===== config.mk =====
export PLATFORM = sky130hd
export DESIGN_NAME = svp_capture_ctrl
export DESIGN_NICKNAME = d
export VERILOG_FILES = /design/src/rtl/svp_rtl_pkg.sv /design/src/rtl/svp_sync_fifo.sv /design/src/rtl/svp_capture_ctrl.sv
export SDC_FILE = /design/constraint.sdc
export NUM_CORES = 2
export LEC_CHECK = 0
export BUFFER_PORTS_ARGS = -buffer_cell sky130_fd_sc_hd__buf_2
export CORE_MARGIN = 5
export CORE_UTILIZATION = 30
export CTS_BUF_LIST = sky130_fd_sc_hd__clkbuf_4 sky130_fd_sc_hd__clkbuf_8
export DETAILED_ROUTE_END_ITERATION = 6
export HOLD_SLACK_MARGIN = 0.03
export MAX_ROUTING_LAYER = met4
export SLEW_MARGIN = 40
export SYNTH_ARGS = -nofsm -noshare
export SYNTH_HDL_FRONTEND = slang
export SYNTH_SLANG_ARGS = --single-unit

===== constraint.sdc =====
create_clock -name clk -period 7 [get_ports clk]
set_clock_uncertainty 0.1 [all_clocks]
set_input_delay 0.35 -clock clk [delete_from_list [all_inputs] [get_ports clk]]
set_output_delay 0.35 -clock clk [all_outputs]
set_load 0.03 [all_outputs]

===== src/rtl/svp_rtl_pkg.sv =====
// Shared state type and default constants for the capture controller.
package svp_rtl_pkg;

  localparam int unsigned SVP_WIDTH  = 14;
  localparam int unsigned SVP_DEPTH  = 16;
  localparam int unsigned SVP_TS_W   = 64;
  localparam int unsigned SVP_CNT_W  = 32;
  localparam int unsigned SVP_DEC_W  = 8;
  localparam int unsigned SVP_DROP_W = 16;

  typedef enum logic [1:0] {
    ST_IDLE    = 2'd0,
    ST_ARMED   = 2'd1,
    ST_CAPTURE = 2'd2,
    ST_DRAIN   = 2'd3
  } svp_cap_state_e;

  // A decimation ratio of 0 behaves as 1.
  function automatic logic [SVP_DEC_W-1:0] svp_eff_decim(input logic [SVP_DEC_W-1:0] d);
    return (d == '0) ? SVP_DEC_W'(1) : d;
  endfunction

endpackage


===== src/rtl/svp_sync_fifo.sv =====
// Single-clock FIFO with head-of-queue read; a push while full is accepted when a pop
// happens in the same cycle.
module svp_sync_fifo #(
  parameter int unsigned W     = 78,
  parameter int unsigned DEPTH = 16
) (
  input  logic         clk,
  input  logic         rstb,
  input  logic         i_flush,
  input  logic         i_push,
  input  logic [W-1:0] i_data,
  input  logic         i_pop,
  output logic [W-1:0] o_data,
  output logic         o_full,
  output logic         o_empty
);

  localparam int unsigned AW = (DEPTH > 1) ? $clog2(DEPTH) : 1;
  localparam int unsigned CW = AW + 1;

  logic [W-1:0]  r_mem [DEPTH];
  logic [AW-1:0] r_wr_ptr;
  logic [AW-1:0] r_rd_ptr;
  logic [CW-1:0] r_cnt;
  logic          w_wr;
  logic          w_rd;

  assign o_full  = (r_cnt == CW'(DEPTH));
  assign o_empty = (r_cnt == '0);
  assign w_rd    = i_pop && !o_empty;
  assign w_wr    = i_push && (!o_full || w_rd);
  assign o_data  = r_mem[r_rd_ptr];

  // Storage is cleared on reset so the read port shows zero afterwards.
  always_ff @(posedge clk or negedge rstb) begin
    if (!rstb) begin
      for (int unsigned i = 0; i < DEPTH; i++) begin
        r_mem[i] <= '0;
      end
    end else if (w_wr && !i_flush) begin
      r_mem[r_wr_ptr] <= i_data;
    end
  end

  always_ff @(posedge clk or negedge rstb) begin
    if (!rstb) begin
      r_wr_ptr <= '0;
      r_rd_ptr <= '0;
      r_cnt    <= '0;
    end else if (i_flush) begin
      r_wr_ptr <= '0;
      r_rd_ptr <= '0;
      r_cnt    <= '0;
    end else begin
      if (w_wr) r_wr_ptr <= r_wr_ptr + AW'(1);
      if (w_rd) r_rd_ptr <= r_rd_ptr + AW'(1);
      case ({w_wr, w_rd})
        2'b10:   r_cnt <= r_cnt + CW'(1);
        2'b01:   r_cnt <= r_cnt - CW'(1);
        default: r_cnt <= r_cnt;
      endcase
    end
  end

endmodule


===== src/rtl/svp_capture_ctrl.sv =====
// Triggered, decimating sample capture into a timestamped FIFO drained by a dump writer.
module svp_capture_ctrl
  import svp_rtl_pkg::*;
#(
  parameter int unsigned WIDTH = SVP_WIDTH,
  parameter int unsigned DEPTH = SVP_DEPTH,
  parameter int unsigned TS_W  = SVP_TS_W,
  parameter int unsigned CNT_W = SVP_CNT_W
) (
  input  logic                  clk,
  input  logic                  rstb,
  input  logic                  arm,
  input  logic                  trig,
  input  logic                  abort,
  input  logic [SVP_DEC_W-1:0]  decim,
  input  logic [CNT_W-1:0]      num_samp,
  input  logic [WIDTH-1:0]      din,
  input  logic                  din_vld,
  output logic [WIDTH-1:0]      dout,
  output logic [TS_W-1:0]       dout_ts,
  output logic                  dout_vld,
  input  logic                  dout_rdy,
  output logic                  busy,
  output logic                  done,
  output logic                  ovf,
  output logic [SVP_DROP_W-1:0] drop_cnt
);

  localparam int unsigned FW = WIDTH + TS_W;

  svp_cap_state_e        r_state;
  svp_cap_state_e        w_state_nxt;
  logic [TS_W-1:0]       r_ts;
  logic [CNT_W-1:0]      r_cap_cnt;
  logic [CNT_W-1:0]      w_cnt_nxt;
  logic [SVP_DEC_W-1:0]  r_dec_cnt;
  logic                  r_busy;
  logic                  r_done;
  logic                  r_ovf;
  logic [SVP_DROP_W-1:0] r_drop_cnt;
  logic                  w_arm_go;
  logic                  w_done_set;
  logic                  w_window;
  logic                  w_dec_hit;
  logic                  w_take;
  logic                  w_push;
  logic                  w_pop;
  logic                  w_drop;
  logic                  w_fifo_full;
  logic                  w_fifo_empty;
  logic [FW-1:0]         w_fifo_dout;

  always_ff @(posedge clk or negedge rstb) begin
    if (!rstb) r_ts <= '0;
    else       r_ts <= r_ts + TS_W'(1);
  end

  always_ff @(posedge clk or negedge rstb) begin
    if (!rstb) r_state <= ST_IDLE;
    else       r_state <= w_state_nxt;
  end

  // The trigger cycle itself may take a sample; the decimator counts from zero there.
  always_comb begin
    w_state_nxt = r_state;
    w_arm_go    = 1'b0;
    w_done_set  = 1'b0;
    w_window    = 1'b0;
    w_dec_hit   = (r_dec_cnt == '0);
    w_cnt_nxt   = r_cap_cnt;
    w_take      = 1'b0;
    case (r_state)
      ST_IDLE: begin
        if (arm) begin
          w_state_nxt = ST_ARMED;
          w_arm_go    = 1'b1;
        end
      end
      ST_ARMED: begin
        if (trig) begin
          w_cnt_nxt = '0;
          w_dec_hit = 1'b1;
          if (num_samp == '0) begin
            w_state_nxt = ST_DRAIN;
          end else begin
            w_state_nxt = ST_CAPTURE;
            w_window    = 1'b1;
          end
        end
      end
      ST_CAPTURE: begin
        if (r_cap_cnt >= num_samp) w_state_nxt = ST_DRAIN;
        else                       w_window    = 1'b1;
      end
      ST_DRAIN: begin
        if (w_fifo_empty) begin
          w_state_nxt = ST_IDLE;
          w_done_set  = 1'b1;
        end
      end
      default: w_state_nxt = ST_IDLE;
    endcase
    w_take = w_window && din_vld && w_dec_hit && !abort;
    if (w_take) begin
      w_cnt_nxt = w_cnt_nxt + CNT_W'(1);
      if (w_cnt_nxt >= num_samp) w_state_nxt = ST_DRAIN;
    end
    if (abort) begin
      w_state_nxt = ST_IDLE;
      w_arm_go    = 1'b0;
      w_done_set  = 1'b0;
    end
  end

  assign w_pop  = dout_rdy && !w_fifo_empty;
  assign w_push = w_take && (!w_fifo_full || w_pop);
  assign w_drop = w_take && w_fifo_full && !w_pop;

  always_ff @(posedge clk or negedge rstb) begin
    if (!rstb) begin
      r_cap_cnt <= '0;
      r_dec_cnt <= '0;
    end else begin
      r_cap_cnt <= w_cnt_nxt;
      if (w_take)                   r_dec_cnt <= svp_eff_decim(decim) - SVP_DEC_W'(1);
      else if (r_state == ST_ARMED) r_dec_cnt <= '0;
      else if (w_window && din_vld) r_dec_cnt <= r_dec_cnt - SVP_DEC_W'(1);
    end
  end

  // Sticky status: cleared by a fresh arm; abort keeps ovf/drop history but never leaves done set.
  always_ff @(posedge clk or negedge rstb) begin
    if (!rstb) begin
      r_busy     <= 1'b0;
      r_done     <= 1'b0;
      r_ovf      <= 1'b0;
      r_drop_cnt <= '0;
    end else begin
      r_busy <= (w_state_nxt != ST_IDLE);
      if (w_arm_go) begin
        r_done     <= 1'b0;
        r_ovf      <= 1'b0;
        r_drop_cnt <= '0;
      end else begin
        if (w_drop) begin
          r_ovf <= 1'b1;
          if (r_drop_cnt != '1) r_drop_cnt <= r_drop_cnt + SVP_DROP_W'(1);
        end
        if (w_done_set) r_done <= 1'b1;
        if (abort)      r_done <= 1'b0;
      end
    end
  end

  svp_sync_fifo #(
    .W     (FW),
    .DEPTH (DEPTH)
  ) u_fifo (
    .clk     (clk),
    .rstb    (rstb),
    .i_flush (abort),
    .i_push  (w_push),
    .i_data  ({din, r_ts}),
    .i_pop   (w_pop),
    .o_data  (w_fifo_dout),
    .o_full  (w_fifo_full),
    .o_empty (w_fifo_empty)
  );

  assign dout     = w_fifo_dout[FW-1 -: WIDTH];
  assign dout_ts  = w_fifo_dout[TS_W-1:0];
  assign dout_vld = !w_fifo_empty;
  assign busy     = r_busy;
  assign done     = r_done;
  assign ovf      = r_ovf;
  assign drop_cnt = r_drop_cnt;

endmodule


==> impl_metrics.json <==
{
  "synth_fp_nets": 4373,
  "clk_pin_slew_ns": 0.06,
  "numCtsBuffers": 238,
  "hold_class": "in2async",
  "dieArea_um2": 224500,
  "gp_congestion": 0.7443,
  "cp.required_ns": 7.79,
  "synthArstFlopShare_pct": 100.0,
  "ant_nets": 0,
  "ys_seq_elements": 1386,
  "worstMarginPinSlew_ns": 0.8630,
  "place_area_um2": 68490,
  "critPathLaunch": "r_state[1]",
  "clock_path_buffers": 3,
  "fmax_mhz": 168.9,
  "cp_data_arrival_time_ns": 6.71,
  "min_period_ns": 5.921,
  "final_area_um2": 74200,
  "critPathCaptureType": "flop",
  "drt-wirelength-per-cell_um": 22.13,
  "postLayoutCoreUtil_pct": 34.61,
  "synth_cell_types": 68,
  "finalCritPeriodShare_pct": 84.59,
  "p_leak_nw": 34.94,
  "maxSlewHeadroom_pct": 42.46,
  "ir_drop_mv": 0.1976,
  "syn_inst": 4232,
  "synth_edf_count": 0,
  "io_pins": 159,
  "grt.overflow.total": 0,
  "setup_violations": 0,
  "place_hpwl_um": 92190,
  "power.density_nw_per_um2": 242.4,
  "grt_use_total_pct": 15.09,
  "rr_worst_depth": 22,
  "rows": 170,
  "seq_area_frac_synth_pct": 53.73,
  "start_util_pct": 30.11,
  "clock-root-buffer": "clkbuf_8",
  "htree_levels": 4,
  "fin_tns_setup_ns": 0,
  "netlist_area_um2": 64550,
  "cts_setup_buffers": 0,
  "syn_to_final_growth_pct": 14.95,
  "use_met2_pct": 23.92,
  "rr_startpoint": "r_state[1]",
  "routed_wl_um": 164000,
  "cts_resized": 0,
  "port_buffers": 158,
  "r2r_end": "r_state[0]",
  "timing.hold.ws_ns": 0.1124,
  "drc_errors": 0,
  "drive_above_1_share_pct": 48.45,
  "die_w_um": 473.9,
  "hold_violations": 0,
  "cp-start-kind": "flop",
  "clock-sinks": 1386,
  "use_met3_pct": 2.712,
  "synth_ff_type": "dfrtp_1",
  "num-nets-final": 4528,
  "via_count": 36756,
  "drt_iter0_markers": 2090,
  "rsz0062_at_grt": "false",
  "chipHeight_um": 473.9,
  "fp.coreArea_um2": 214400,
  "reg2reg_slack_ns": 1.08,
  "busiest_layer": "met2",
  "slew_violations": 0,
  "first_global_vias": 40083,
  "grt_pass1_wl_um": 253300,
  "status": "completed",
  "critPathCapture": "r_state[0]",
  "drv_cap": 0,
  "grt_use_met1_pct": 19.95,
  "avgSynthCellArea_um2": 15.25,
  "synth_warnings": 0,
  "final_cell_mix": "1382 x dfrtp_1, 1131 x mux2_2, 390 x mux4_2",
  "worstSkewPairLatency_ns": 0.97,
  "grt_max_degree": 163,
  "cts_tree": "yes",
  "antenna_found_initial": 9,
  "critPathKind": "reg2reg",
  "final_common_cell": "dfrtp_1",
  "dr.pass1.iters": 7,
  "vias_per_cell": 4.960,
  "worstPathMaxFanout": 22
}
repair_timing:
item,in CTS,in global routing
endpoints found under the setup margin,0,0
endpoints found under the hold margin,1153,0
hold buffers,46,0
metrics by stage:
stage / instances / worst slack [ns] / power, mW
floorplan: 4232 / 2.112 / 9.629
global placement: 6926 / 1.617 / 10.28
detailed placement: 6937 / 1.560 / 10.32
CTS: 7399 / 1.081 / 18.31
global route: 7407 / 0.5807 / 18.80
finish: 7411 / 1.079 / 17.98
per-layer routing:
metal  vias to the layer above  part of all wire [%]
met1                     19858                    45
met2                       657                    48
met4                         0                   2.5
li1                      15959                     -
met3                       282                   4.3
met5                         -                     0
worst min path at each step:
stage | endpoint | slack [ns] | cells past startpoint
floorplan | busy | -0.05 | 0
global placement | u_fifo.r_mem[590] | 0.33 | 1
detailed placement | u_fifo.r_mem[512] | 0.34 | 1
CTS | r_dec_cnt[6] | 0.05 | 6
global route | u_fifo.r_mem[1014] | 0.08 | 3
finish | u_fifo.r_mem[833] | 0.11 | 3
cell type report:
| class | instances | area (um^2) |
|---|---|---|
| antenna | 10 | 25.02 |
| multi-input combinational | 2419 | 28140 |
| inverter | 58 | 217.7 |
| tap | 2838 | 3551 |
| fill | 20578 | 140200 |
| clock buffer | 383 | 4727 |
| clock inverter | 33 | 412.9 |
| timing repair buffer | 284 | 2429 |
| sequential | 1386 | 34700 |
state kept, by name, summed over array words and instances, names as in the netlist, 2 cells and up:
register	flops
u_fifo.r_mem	1248
r_ts	64
u_fifo.r_rd_ptr	4
u_fifo.r_wr_ptr	4
drop_cnt	16
r_dec_cnt	8
r_cap_cnt	32
u_fifo.r_cnt	5
r_state	2
synth_stat cells, types with 3 or more instances:
master	n	area share, %
a211oi_1	3	0.035
a21o_1	11	0.13
a21oi_1	43	0.33
and2_1	5	0.048
and3_1	27	0.26
and4_1	12	0.16
buf_1	39	0.23
buf_2	93	0.72
buf_4	29	0.34
clkbuf_1	205	1.2
dfrtp_1	1386	54
ha_1	80	1.6
inv_1	57	0.33
mux2_1	106	1.8
mux2_2	1131	20
mux2i_1	6	0.093
mux4_2	390	14
nand2_1	107	0.62
nand2b_1	8	0.078
nand3_1	55	0.43
nand4_1	39	0.38
nor2_1	93	0.54
nor2_2	6	0.058
nor2b_1	4	0.039
nor3_1	19	0.15
nor3_2	3	0.047
nor3b_1	3	0.035
nor4_1	18	0.17
o21a_1	3	0.035
o21ai_0	41	0.32
o22ai_1	5	0.048
o31ai_1	3	0.035
o41ai_1	4	0.054
or3_1	14	0.14
or4_1	4	0.047
xnor2_1	94	1.3
xor2_1	46	0.62
where the power goes:
| group | internal [mW] | switching [mW] |
|---|---|---|
| registers | 8.08 | 0.0961 |
| clock network | 4.45 | 3.39 |
| logic | 0.799 | 1.18 |
| total | 13.3 | 4.66 |
critical path, stage by stage, from the launching register on:
cell           delay (ns)
dfrtp_1              0.41
inv_1                0.09
ha_1                 0.36
nand2_1              0.13
buf_4                0.28
and2_1               0.20
ha_1                 0.21
nand3_1              0.21
nor3_1               0.49
and4_1               0.36
and4_1               0.30
and4_1               0.28
and3_1               0.21
xnor2_1              0.13
nor2_1               0.06
ha_1                 0.31
nand4_1              0.07
or3_1                0.40
nor3_1               0.17
o21ai_0              0.12
a41oi_1              0.27
nand2b_1             0.15
dlygate4sd3_1        0.54
logic make-up (layout without fill, tap and decap cells):
kind of cell               Yosys count  after routing  share of synthesized area [%]
adders and majority gates           80             80                          1.551
DFF                               1386           1386                          53.73
muxes                             1633           1633                          35.28
other                                0             10                              0
and+or+nand+nor                    427            427                          3.336
xor gates and xnor gates           140            140                          1.900
buffers and inverters              427            758                          2.857
AOI/OAI and AO/OA                  139            139                          1.341
No activity file was read; power rests on OpenSTA's default activity.
